`src/rtl/max_pool_pkg.sv`:
```
// Shared types, default geometry and helpers for the max-pooling window sink.
package max_pool_pkg;

    localparam int PIX_WIDTH      = 8;
    localparam int DEF_KERNEL_DIM = 3;
    localparam int DEF_ROW_SIZE   = 5;
    localparam int DEF_COL_SIZE   = 5;
    localparam int DEF_STRIDE     = 2;

    typedef logic [PIX_WIDTH-1:0] pixel_t;

    // Number of pooled outputs along one dimension.
    function automatic int out_dim(input int size, input int k, input int stride);
        return (size - k) / stride + 1;
    endfunction

    localparam int OUT_COLS      = out_dim(DEF_ROW_SIZE, DEF_KERNEL_DIM, DEF_STRIDE);
    localparam int OUT_ROWS      = out_dim(DEF_COL_SIZE, DEF_KERNEL_DIM, DEF_STRIDE);
    localparam int OUT_PER_FRAME = OUT_COLS * OUT_ROWS;

    function automatic pixel_t pix_max(input pixel_t a, input pixel_t b);
        return (a > b) ? a : b;
    endfunction

endpackage

```
`src/rtl/pool_out_fifo.sv`:
```
// Synchronous FIFO holding pooled results; registered head, no bypass, DEPTH a power of 2.
module pool_out_fifo #(
    parameter int WIDTH = 8,
    parameter int DEPTH = 4
) (
    input  logic             clk,
    input  logic             rst,
    input  logic             i_push,
    input  logic [WIDTH-1:0] i_push_data,
    input  logic             i_pop,
    output logic             o_full,
    output logic             o_empty,
    output logic [WIDTH-1:0] o_head
);

    localparam int AW = $clog2(DEPTH);

    logic [AW:0]      r_wr_ptr;
    logic [AW:0]      r_rd_ptr;
    logic [WIDTH-1:0] r_mem [DEPTH];
    logic             w_do_push;
    logic             w_do_pop;

    assign o_empty   = (r_wr_ptr == r_rd_ptr);
    assign o_full    = (r_wr_ptr[AW] != r_rd_ptr[AW]) && (r_wr_ptr[AW-1:0] == r_rd_ptr[AW-1:0]);
    assign w_do_pop  = i_pop && !o_empty;
    assign w_do_push = i_push && (!o_full || i_pop);
    assign o_head    = o_empty ? '0 : r_mem[r_rd_ptr[AW-1:0]];

    // NOTE: state uses <= so every flop samples pre-edge values, independent of block order.
    always_ff @(posedge clk) begin
        if (!rst) begin
            r_wr_ptr <= '0;
            r_rd_ptr <= '0;
        end else begin
            if (w_do_push) r_wr_ptr <= r_wr_ptr + 1'b1;
            if (w_do_pop)  r_rd_ptr <= r_rd_ptr + 1'b1;
        end
    end

    // NOTE: storage is not reset; the pointers define what is valid and o_head masks empty.
    always_ff @(posedge clk) begin
        if (w_do_push) r_mem[r_wr_ptr[AW-1:0]] <= i_push_data;
    end

endmodule

```
`src/rtl/max_pool_window_sink.sv`:
```
// Max-pool window sink: keeps stride-grid windows, reduces each to its max, queues results.
// Define MAX_POOL_FRAME_DONE_EN to add the frame_done pulse output.
module max_pool_window_sink
    import max_pool_pkg::*;
#(
    parameter int DATA_WIDTH = PIX_WIDTH,
    parameter int KERNEL_DIM = DEF_KERNEL_DIM,
    parameter int ROW_SIZE   = DEF_ROW_SIZE,
    parameter int COL_SIZE   = DEF_COL_SIZE,
    parameter int STRIDE     = DEF_STRIDE,
    parameter int FIFO_DEPTH = 4
) (
    input  logic                  clk,
    input  logic                  rst,
    input  logic [DATA_WIDTH-1:0] window [KERNEL_DIM][KERNEL_DIM],
    input  logic                  win_valid,
    output logic [DATA_WIDTH-1:0] out_data,
    output logic                  out_valid,
    input  logic                  out_ready,
    output logic                  overflow
`ifdef MAX_POOL_FRAME_DONE_EN
    ,
    output logic                  frame_done
`endif
);

    localparam int K1    = KERNEL_DIM - 1;
    localparam int COL_W = (ROW_SIZE > 1) ? $clog2(ROW_SIZE) : 1;
    localparam int ROW_W = (COL_SIZE > 1) ? $clog2(COL_SIZE) : 1;
    localparam int PH_W  = (STRIDE > 1) ? $clog2(STRIDE) : 1;

    logic [ROW_W-1:0] r_row, w_row_nxt;
    logic [COL_W-1:0] r_col, w_col_nxt;
    logic [PH_W-1:0]  r_row_ph, r_col_ph, w_row_ph_nxt, w_col_ph_nxt;
    logic             w_row_step;
    logic             w_accept;
    pixel_t           w_row_max   [KERNEL_DIM];
    pixel_t           r_s1_rowmax [KERNEL_DIM];
    logic             r_s1_valid;
    pixel_t           w_win_max;
    logic             w_full;
    logic             w_empty;
    logic             r_overflow;

    // NOTE: each comb output gets a default first, so no path can infer a latch.
    always_comb begin
        w_row_step   = (r_col == COL_W'(ROW_SIZE - 1));
        w_col_nxt    = w_row_step ? '0 : r_col + 1'b1;
        w_row_nxt    = r_row;
        w_col_ph_nxt = r_col_ph;
        w_row_ph_nxt = r_row_ph;
        if (w_row_step) w_row_nxt = (r_row == ROW_W'(COL_SIZE - 1)) ? '0 : r_row + 1'b1;
        if (w_col_nxt == COL_W'(K1)) w_col_ph_nxt = '0;
        else if (w_col_nxt > COL_W'(K1))
            w_col_ph_nxt = (r_col_ph == PH_W'(STRIDE - 1)) ? '0 : r_col_ph + 1'b1;
        if (w_row_step) begin
            if (w_row_nxt == ROW_W'(K1)) w_row_ph_nxt = '0;
            else if (w_row_nxt > ROW_W'(K1))
                w_row_ph_nxt = (r_row_ph == PH_W'(STRIDE - 1)) ? '0 : r_row_ph + 1'b1;
        end
    end

    // Counters name the bottom-right pixel of the window currently on the input.
    always_ff @(posedge clk) begin
        if (!rst) begin
            r_row    <= ROW_W'(K1);
            r_col    <= COL_W'(K1);
            r_row_ph <= '0;
            r_col_ph <= '0;
        end else if (win_valid) begin
            r_row    <= w_row_nxt;
            r_col    <= w_col_nxt;
            r_row_ph <= w_row_ph_nxt;
            r_col_ph <= w_col_ph_nxt;
        end
    end

    assign w_accept = win_valid && (r_row >= ROW_W'(K1)) && (r_col >= COL_W'(K1))
                      && (r_row_ph == '0) && (r_col_ph == '0);

    always_comb begin
        for (int r = 0; r < KERNEL_DIM; r++) begin
            w_row_max[r] = window[r][0];
            for (int c = 1; c < KERNEL_DIM; c++) w_row_max[r] = pix_max(w_row_max[r], window[r][c]);
        end
        w_win_max = r_s1_rowmax[0];
        for (int r = 1; r < KERNEL_DIM; r++) w_win_max = pix_max(w_win_max, r_s1_rowmax[r]);
    end

    always_ff @(posedge clk) begin
        if (!rst) r_s1_valid <= 1'b0;
        else      r_s1_valid <= w_accept;
    end

    always_ff @(posedge clk) begin
        if (w_accept) r_s1_rowmax <= w_row_max;
    end

    // The FIFO entry itself is the second pipeline register, giving a fixed latency of two.
    pool_out_fifo #(
        .WIDTH (DATA_WIDTH),
        .DEPTH (FIFO_DEPTH)
    ) u_fifo (
        .clk         (clk),
        .rst         (rst),
        .i_push      (r_s1_valid),
        .i_push_data (w_win_max),
        .i_pop       (out_ready),
        .o_full      (w_full),
        .o_empty     (w_empty),
        .o_head      (out_data)
    );

    always_ff @(posedge clk) begin
        if (!rst)                                       r_overflow <= 1'b0;
        else if (r_s1_valid && w_full && !out_ready)    r_overflow <= 1'b1;
    end

    assign out_valid = !w_empty;
    assign overflow  = r_overflow;

`ifdef MAX_POOL_FRAME_DONE_EN
    localparam int LAST_ROW = K1 + (out_dim(COL_SIZE, KERNEL_DIM, STRIDE) - 1) * STRIDE;
    localparam int LAST_COL = K1 + (out_dim(ROW_SIZE, KERNEL_DIM, STRIDE) - 1) * STRIDE;

    logic r_s1_last;
    logic r_frame_done;

    always_ff @(posedge clk) begin
        if (!rst) begin
            r_s1_last    <= 1'b0;
            r_frame_done <= 1'b0;
        end else begin
            r_s1_last    <= w_accept && (r_row == ROW_W'(LAST_ROW)) && (r_col == COL_W'(LAST_COL));
            r_frame_done <= r_s1_last;
        end
    end

    assign frame_done = r_frame_done;
`endif

endmodule

```
`config.mk`:
```
export PLATFORM = sky130hd
export DESIGN_NAME = max_pool_window_sink
export DESIGN_NICKNAME = d
export VERILOG_FILES = /design/src/rtl/max_pool_pkg.sv /design/src/rtl/pool_out_fifo.sv /design/src/rtl/max_pool_window_sink.sv
export SDC_FILE = /design/constraint.sdc
export NUM_CORES = 1
export LEC_CHECK = 0
export ABC_CLOCK_PERIOD_IN_PS = 3900
export BUFFER_PORTS_ARGS = -buffer_cell sky130_fd_sc_hd__buf_2
export CELL_PAD_IN_SITES_DETAIL_PLACEMENT = 0
export CELL_PAD_IN_SITES_GLOBAL_PLACEMENT = 1
export CORE_ASPECT_RATIO = 1.4
export CORE_MARGIN = 1.5
export CORE_UTILIZATION = 40
export DETAILED_ROUTE_END_ITERATION = 7
export PLACE_DENSITY = 0.71
export SLEW_MARGIN = 20
export SYNTH_ARGS = -nofsm -noshare
export SYNTH_HDL_FRONTEND = slang
export SYNTH_HIERARCHICAL = 1
export SYNTH_SLANG_ARGS = --single-unit
export TNS_END_PERCENT = 5
```
`constraint.sdc`:
```
create_clock -name clk -period 3.9 [get_ports clk]
set_input_delay 0.39 -clock clk [delete_from_list [all_inputs] [get_ports clk]]
set_output_delay 0.39 -clock clk [all_outputs]
set_load 0.02 [all_outputs]
```
==> results of run 1 <==
[worst max path at each step]
stage	endpoint	depth (start not counted)	slack (ns)	from
6_report	u_fifo/r_mem[3][3]$_DFFE_PP_	13	0.36	r_s1_rowmax[13]$_DFFE_PP_
5_1_grt	u_fifo/r_mem[3][6]$_DFFE_PP_	12	0.1	r_s1_rowmax[15]$_DFFE_PP_
4_1_cts	u_fifo/r_mem[3][3]$_DFFE_PP_	13	0.27	r_s1_rowmax[13]$_DFFE_PP_
3_5_place_dp	r_s1_rowmax[1]$_DFFE_PP_	14	0.26	window[15]
3_3_place_gp	r_s1_rowmax[1]$_DFFE_PP_	14	0.27	window[15]
2_1_floorplan	u_fifo/r_mem[0][3]$_DFFE_PP_	13	0.77	r_s1_rowmax[23]$_DFFE_PP_
[timing repair]
| item | in CTS | in global routing |
|---|---|---|
| hold buffers | 0 | 0 |
| setup endpoints to repair | 0 | 32 |
| gates resized for setup | 0 | 1 |
[area by class of cell]
class,instances,area [um2],share of cell area (%)
Timing Repair Buffer,92,478,7.20
Sequential cell,74,2040,30.8
Multi-Input combinational cell,426,3320,50.0
Inverter,70,263,3.96
Clock inverter,7,76.3,1.15
Tap cell,185,231,3.49
Clock buffer,9,225,3.39
[report_power, final]
group / leakage (uW) / internal (uW) / switching (uW)
logic: 0.00220 / 413 / 579
registers: 0.000663 / 1010 / 53.1
clock network: 0.000144 / 499 / 325
total: 0.00301 / 1920 / 958
[cells in the final DEF, fill, tap and decap left out, drive strengths merged, types with 3 or more instances in the layout]
master	count
nand3	38
a21o	9
inv	72
nand2b	3
o211a	3
and2	8
clkinv	3
mux2i	7
nand2	49
xnor2	4
a21oi	26
dfxtp	18
ha	76
mux4	8
a211o	5
a21bo	28
nor3	36
o21ai	10
a211oi	5
clkbuf	9
o211ai	10
nor2	13
nor2b	18
nand4	16
edfxtp	56
or2	4
a31oi	34
buf	92
xor2	3
[critical path: stages (launching register included)]
cell and delay [ns]:
edfxtp_1 0.39, inv_1 0.06, ha_1 0.32, nand4_1 0.15, nor2_1 0.07, a211o_2 0.39, a21o_1 0.23, and2_1 0.16
ha_1 0.27, nand4_1 0.09, nor2_1 0.08, a211oi_2 0.44, or2_1 0.37, a31oi_1 0.22
[kinds of logic (layout without fill, tap and decap cells)]
logic type | after synthesis | count (layout)
adder cells (fa/ha/maj) | 76 | 76
flip-flops | 74 | 74
AO/OA/AOI/OAI | 138 | 138
AND/OR/NAND/NOR | 190 | 190
multiplexers | 15 | 15
XOR/XNOR | 7 | 7
buffers and inverters | 87 | 178
[sequential cells by signal (all words and copies together), names as in the netlist, named ones only]
register,flops
r_s1_rowmax,24
overflow,1
u_fifo/r_mem,32
u_fifo/r_wr_ptr,3
u_fifo/r_rd_ptr,3
r_row,3
r_col_ph,1
r_col,3
r_s1_valid,1
r_row_ph,1
[through the flow]
stage	power [uW]	cells	util, %	area (um2)	setup WS, ns
6_report	2880	863	47.5	6640	0.360
5_1_grt	3080	863	47.5	6640	0.0990
4_1_cts	2910	863	47.5	6640	0.270
3_5_place_dp	2080	847	45.3	6330	0.256
3_3_place_gp	2050	847	45.3	6330	0.272
2_1_floorplan	1810	587	-	5740	0.766
[per-layer routing]
layer	vias to the layer above	global-route usage [%]	part of all wire, %
met1	2133	18.6	40
met2	84	35.3	55
met5	-	0	0
met3	22	2.28	2.8
li1	2340	-	-
met4	0	7.16	2.2
==> out/results.txt, run 1 <==
core area -> 14000 um2
Hold Path Depth -> 2
worst ir drop on vdd -> 0.253 mV
R2R setup slack -> 0.36 ns
Antenna Cells -> 0
post-synthesis sequential area ratio -> 35.6%
syn avg cell area -> 9.77 um2
multiplexer share of the synthesized area -> 4.36%
Port Buf Inserts -> 85
Fin Clk Skew -> 0.00592 ns
WL final -> 12500 um
clock latency on the worst-skew pair -> 0.33 ns
Synth async-reset ratio -> 0%
fin crit period -> 3.54 ns
# rows -> 51
wire per inst -> 14.5 um
compound-gate portion of the synthesized area -> 19.1%
first-pass GRT wire length -> 21500 um
Pre-antenna DRT Iters -> 5
CTS tree -> done
worst min-delay path class -> input pin to flop
max-cap viol count -> 0
residual DRC count -> 0
FF+latch count, synth -> 74
Num Clock Sinks -> 74
Reg2Reg Depth -> 13
Initial Util -> 41.1%
Slew headroom -> 51.6%
initial antenna violation count -> 0
share of the synthesized area in the top cell type -> 29.3%
worst r2r dst -> u_fifo/r_mem[3][3]$_DFFE_PP_
remaining antenna violation count -> 0
crit path DAT -> 3.58 ns
count leader, synth -> ha_1
Startpoint Class -> flop
fin nets -> 825
Final GP Congestion -> 0.857
Die Footprint -> 15100 um2
syn_nets -> 739
largest family of logic cells by synthesized area -> compound AO/OA/AOI/OAI gates
via/cell ratio -> 5.31
Worst EP required -> 3.94 ns
pwr dens -> 434 nW/um2
Main synth FF type -> edfxtp_1
TritonCTS buffer count -> 9
pin count of the biggest net entering global routing -> 26
RSZ-0062 raised after global routing -> no
routed via count -> 4579
GRT overflow -> 0
Hold Vio Cnt, Final -> 0
Post-synth EDFFs -> 56
FILL cells -> 1359
status -> finished, final reports clean
Hold WS -> 0.351 ns
Die Y -> 145 um
chip width -> 104 um
max-slew violations -> 0
Synth area leaders -> edfxtp_1 29%, ha_1 17%, dfxtp_1 6.3%
period utilization -> 90.8%
Synth Area in Adders -> 16.6%
Hold Path Sink -> r_col[1]$_SDFFE_PN1P_
CTS root buf -> clkbuf_16
Area growth, synth to finish -> 15.7%
Reg clk slew, reported paths -> 0.06 ns
Max Clk Rate -> 283 MHz
htree depth -> 3
DPL Wire Length -> 10400 um
io pins -> 86
Fin Setup TNS -> 0 ns
Leak Pwr -> 0.00301 uW
CP max FO -> 16
DRT iter0 DRCs -> 159
worst-case clock buffer depth -> 2
post-synth cell types -> 52
final setup violating endpoints -> 0
critical path class -> flop to flop
cell count after synthesis -> 587
Setup Buffers After CTS -> 0
CP endpoint kind -> flop
simple-gate share of the synthesized area -> 16.8%
Synth area leader -> edfxtp_1
share of cells above drive strength 1 -> 23.3%
min-delay src -> win_valid
Reg-to-Reg Start -> r_s1_rowmax[13]$_DFFE_PP_
gr usage total -> 17.6%
YS warnings -> 6
number of global-route vias before repair -> 4713
post-synthesis xor/xnor area fraction -> 1.07%
Mapped Area -> 5740 um2
Synth top cells by count -> 76 x ha_1, 70 x inv_1, 56 x edfxtp_1, 49 x nand2_1, 38 x nand3_1
Slew @ Worst Pin -> 0.721 ns
No activity file was read; power rests on OpenSTA's default activity.
==> inputs of run 2 (changes only) <==
--- a/config.mk
+++ b/config.mk
@@ -11,9 +11,9 @@
 export CELL_PAD_IN_SITES_GLOBAL_PLACEMENT = 1
 export CORE_ASPECT_RATIO = 1.4
 export CORE_MARGIN = 1.5
-export CORE_UTILIZATION = 40
+export CORE_UTILIZATION = 45
 export DETAILED_ROUTE_END_ITERATION = 7
-export PLACE_DENSITY = 0.71
+export PLACE_DENSITY = 0.79
 export SLEW_MARGIN = 20
 export SYNTH_ARGS = -nofsm -noshare
 export SYNTH_HDL_FRONTEND = slang
==> run 2 against run 1 <==
Sequential share of layout area is 0.19 points higher. Global-route usage is 1.3 points higher. First-iteration DRC count is 2.5% higher. Setup slack worse by 0.073 ns. Fmax is 2.0% lower. Sequential power hardly changed. Worst hold slack better by 0.011 ns. Combinational power hardly changed. Non-clock buffer count stayed put. Via count is 0.55% higher. Die area is 11% lower. Critical path type unchanged. Largest cell class unchanged.
==> out/results.txt, run 2 (same netlist as run 1, synthesis figures left out) <==
worst ir drop on vdd -> 0.270 mV
max-cap viol count -> 0
CP endpoint kind -> flop
Slew headroom -> 56.2%
CTS tree -> done
remaining antenna violation count -> 0
fin crit period -> 3.61 ns
pin count of the biggest net entering global routing -> 26
Port Buf Inserts -> 85
WL final -> 12300 um
most frequent cells in the layout -> 85 x buf_2, 76 x ha_1, 70 x inv_1, 56 x edfxtp_1, 49 x nand2_1
FILL cells -> 1139
Setup WS post-layout -> 0.287 ns
Antenna Cells -> 0
worst-case clock buffer depth -> 2
crit path DAT -> 3.72 ns
chip width -> 98.4 um
Setup Buffers After CTS -> 0
status -> finished, final reports clean
fin nets -> 825
Max Clk Rate -> 277 MHz
post-layout util -> 53.3%
worst min-delay path class -> input pin to flop
DRT iter0 DRCs -> 163
Final GP Congestion -> 0.848
wire per inst -> 14.9 um
routed via count -> 4604
Initial Util -> 46.4%
Die Y -> 137 um
number of global-route vias before repair -> 4546
TritonCTS buffer count -> 9
hold_buf cts -> 0
Die Footprint -> 13400 um2
share of cells above drive strength 1 -> 23.3%
io pins -> 86
max-slew violations -> 0
Num Clock Sinks -> 74
final setup violating endpoints -> 0
Hold Vio Cnt, Final -> 0
commonest non-fill, non-tap cell in the layout -> buf_2
Worst EP required -> 4.00 ns
pwr dens -> 438 nW/um2
gr usage total -> 19.0%
# rows -> 48
CP max FO -> 16
Startpoint Class -> flop
via/cell ratio -> 5.56
initial antenna violation count -> 0
max reg flops -> 32
Area growth, synth to finish -> 15.0%
htree depth -> 3
Leak Pwr -> 0.00300 uW
Sequential Area -> 2040 um2
DPL Wire Length -> 10100 um
period utilization -> 92.6%
clock latency on the worst-skew pair -> 0.33 ns
pre-CTS WS -> 0.194 ns
Reg clk slew, reported paths -> 0.06 ns
core area -> 12400 um2
Pre-antenna DRT Iters -> 4
Slew @ Worst Pin -> 0.653 ns
first-pass GRT wire length -> 20700 um
residual DRC count -> 0
CTS root buf -> clkbuf_16
Fin Clk Skew -> 0.00774 ns
Multi-input gate area -> 3330 um2
critical path class -> flop to flop
GRT overflow -> 0
post-cts repair resize count -> 0
## run 2: cell types whose count changed in the layout (fill, tap and decap cells not counted), sizes merged
cell,before,now
clkbuf,9,10
inv,72,70
clkinvlp,1,2
## run 2: stage by stage
| step | power, uW | hold slack (ns) | instance area (um2) | cells | TNS [ns] |
|---|---|---|---|---|---|
| after floorplan | 1810 | 0.463 | 5740 | 587 | 0 |
| after global placement | 2030 | 0.442 | 6290 | 812 | 0 |
| after detailed placement | 2080 | 0.451 | 6290 | 812 | 0 |
| after CTS | 2900 | 0.358 | 6590 | 828 | 0 |
| after global routing | 3070 | 0.375 | 6600 | 828 | -0.0573 |
| final | 2890 | 0.363 | 6600 | 828 | 0 |
## run 2: final cells by class
cell class | instances | area share [%]
clock buffers | 10 | 3.47
clock inverters | 6 | 1.02
inverters | 70 | 3.98
multi-input cells | 426 | 50.5
flip-flops and latches | 74 | 31.0
well taps | 150 | 2.85
repair buffers | 92 | 7.25
## run 2: worst max-delay path, stage by stage, from the launching register on
cell and delay, ns:
edfxtp_1 0.39, inv_1 0.06, ha_1 0.31, nand4_1 0.18, a211o_2 0.48, a21o_1 0.22
and2_1 0.16, ha_1 0.28, nand4_1 0.12, nor2_1 0.28, a21oi_2 0.14, or2_1 0.38
a31oi_1 0.38
## run 2: per-layer routing
layer  vias up  share of wire (%)  track usage, %
li1       2337                  -               -
met1      2132                 41            21.1
met2       116                 53            36.4
met3        19                3.7            2.35
met4         0                2.3            7.20
met5         -                  0               0
## run 2: worst paths after layout
check                                  from                           end  slack [ns]  depth (start not counted)
setup reg to reg  r_s1_rowmax[15]$_DFFE_PP_  u_fifo/r_mem[0][4]$_DFFE_PP_        0.29                         12
hold / removal                    win_valid         r_col[1]$_SDFFE_PN1P_        0.36                          2
hold reg to reg       overflow$_SDFFE_PN0P_         overflow$_SDFFE_PN0P_        0.46                          1
setup / recovery  r_s1_rowmax[15]$_DFFE_PP_  u_fifo/r_mem[0][4]$_DFFE_PP_        0.29                         12
## run 2: power breakdown
group,switching [uW],internal [uW]
clock network,322,496
logic,586,416
registers,54.5,1010
total,963,1920
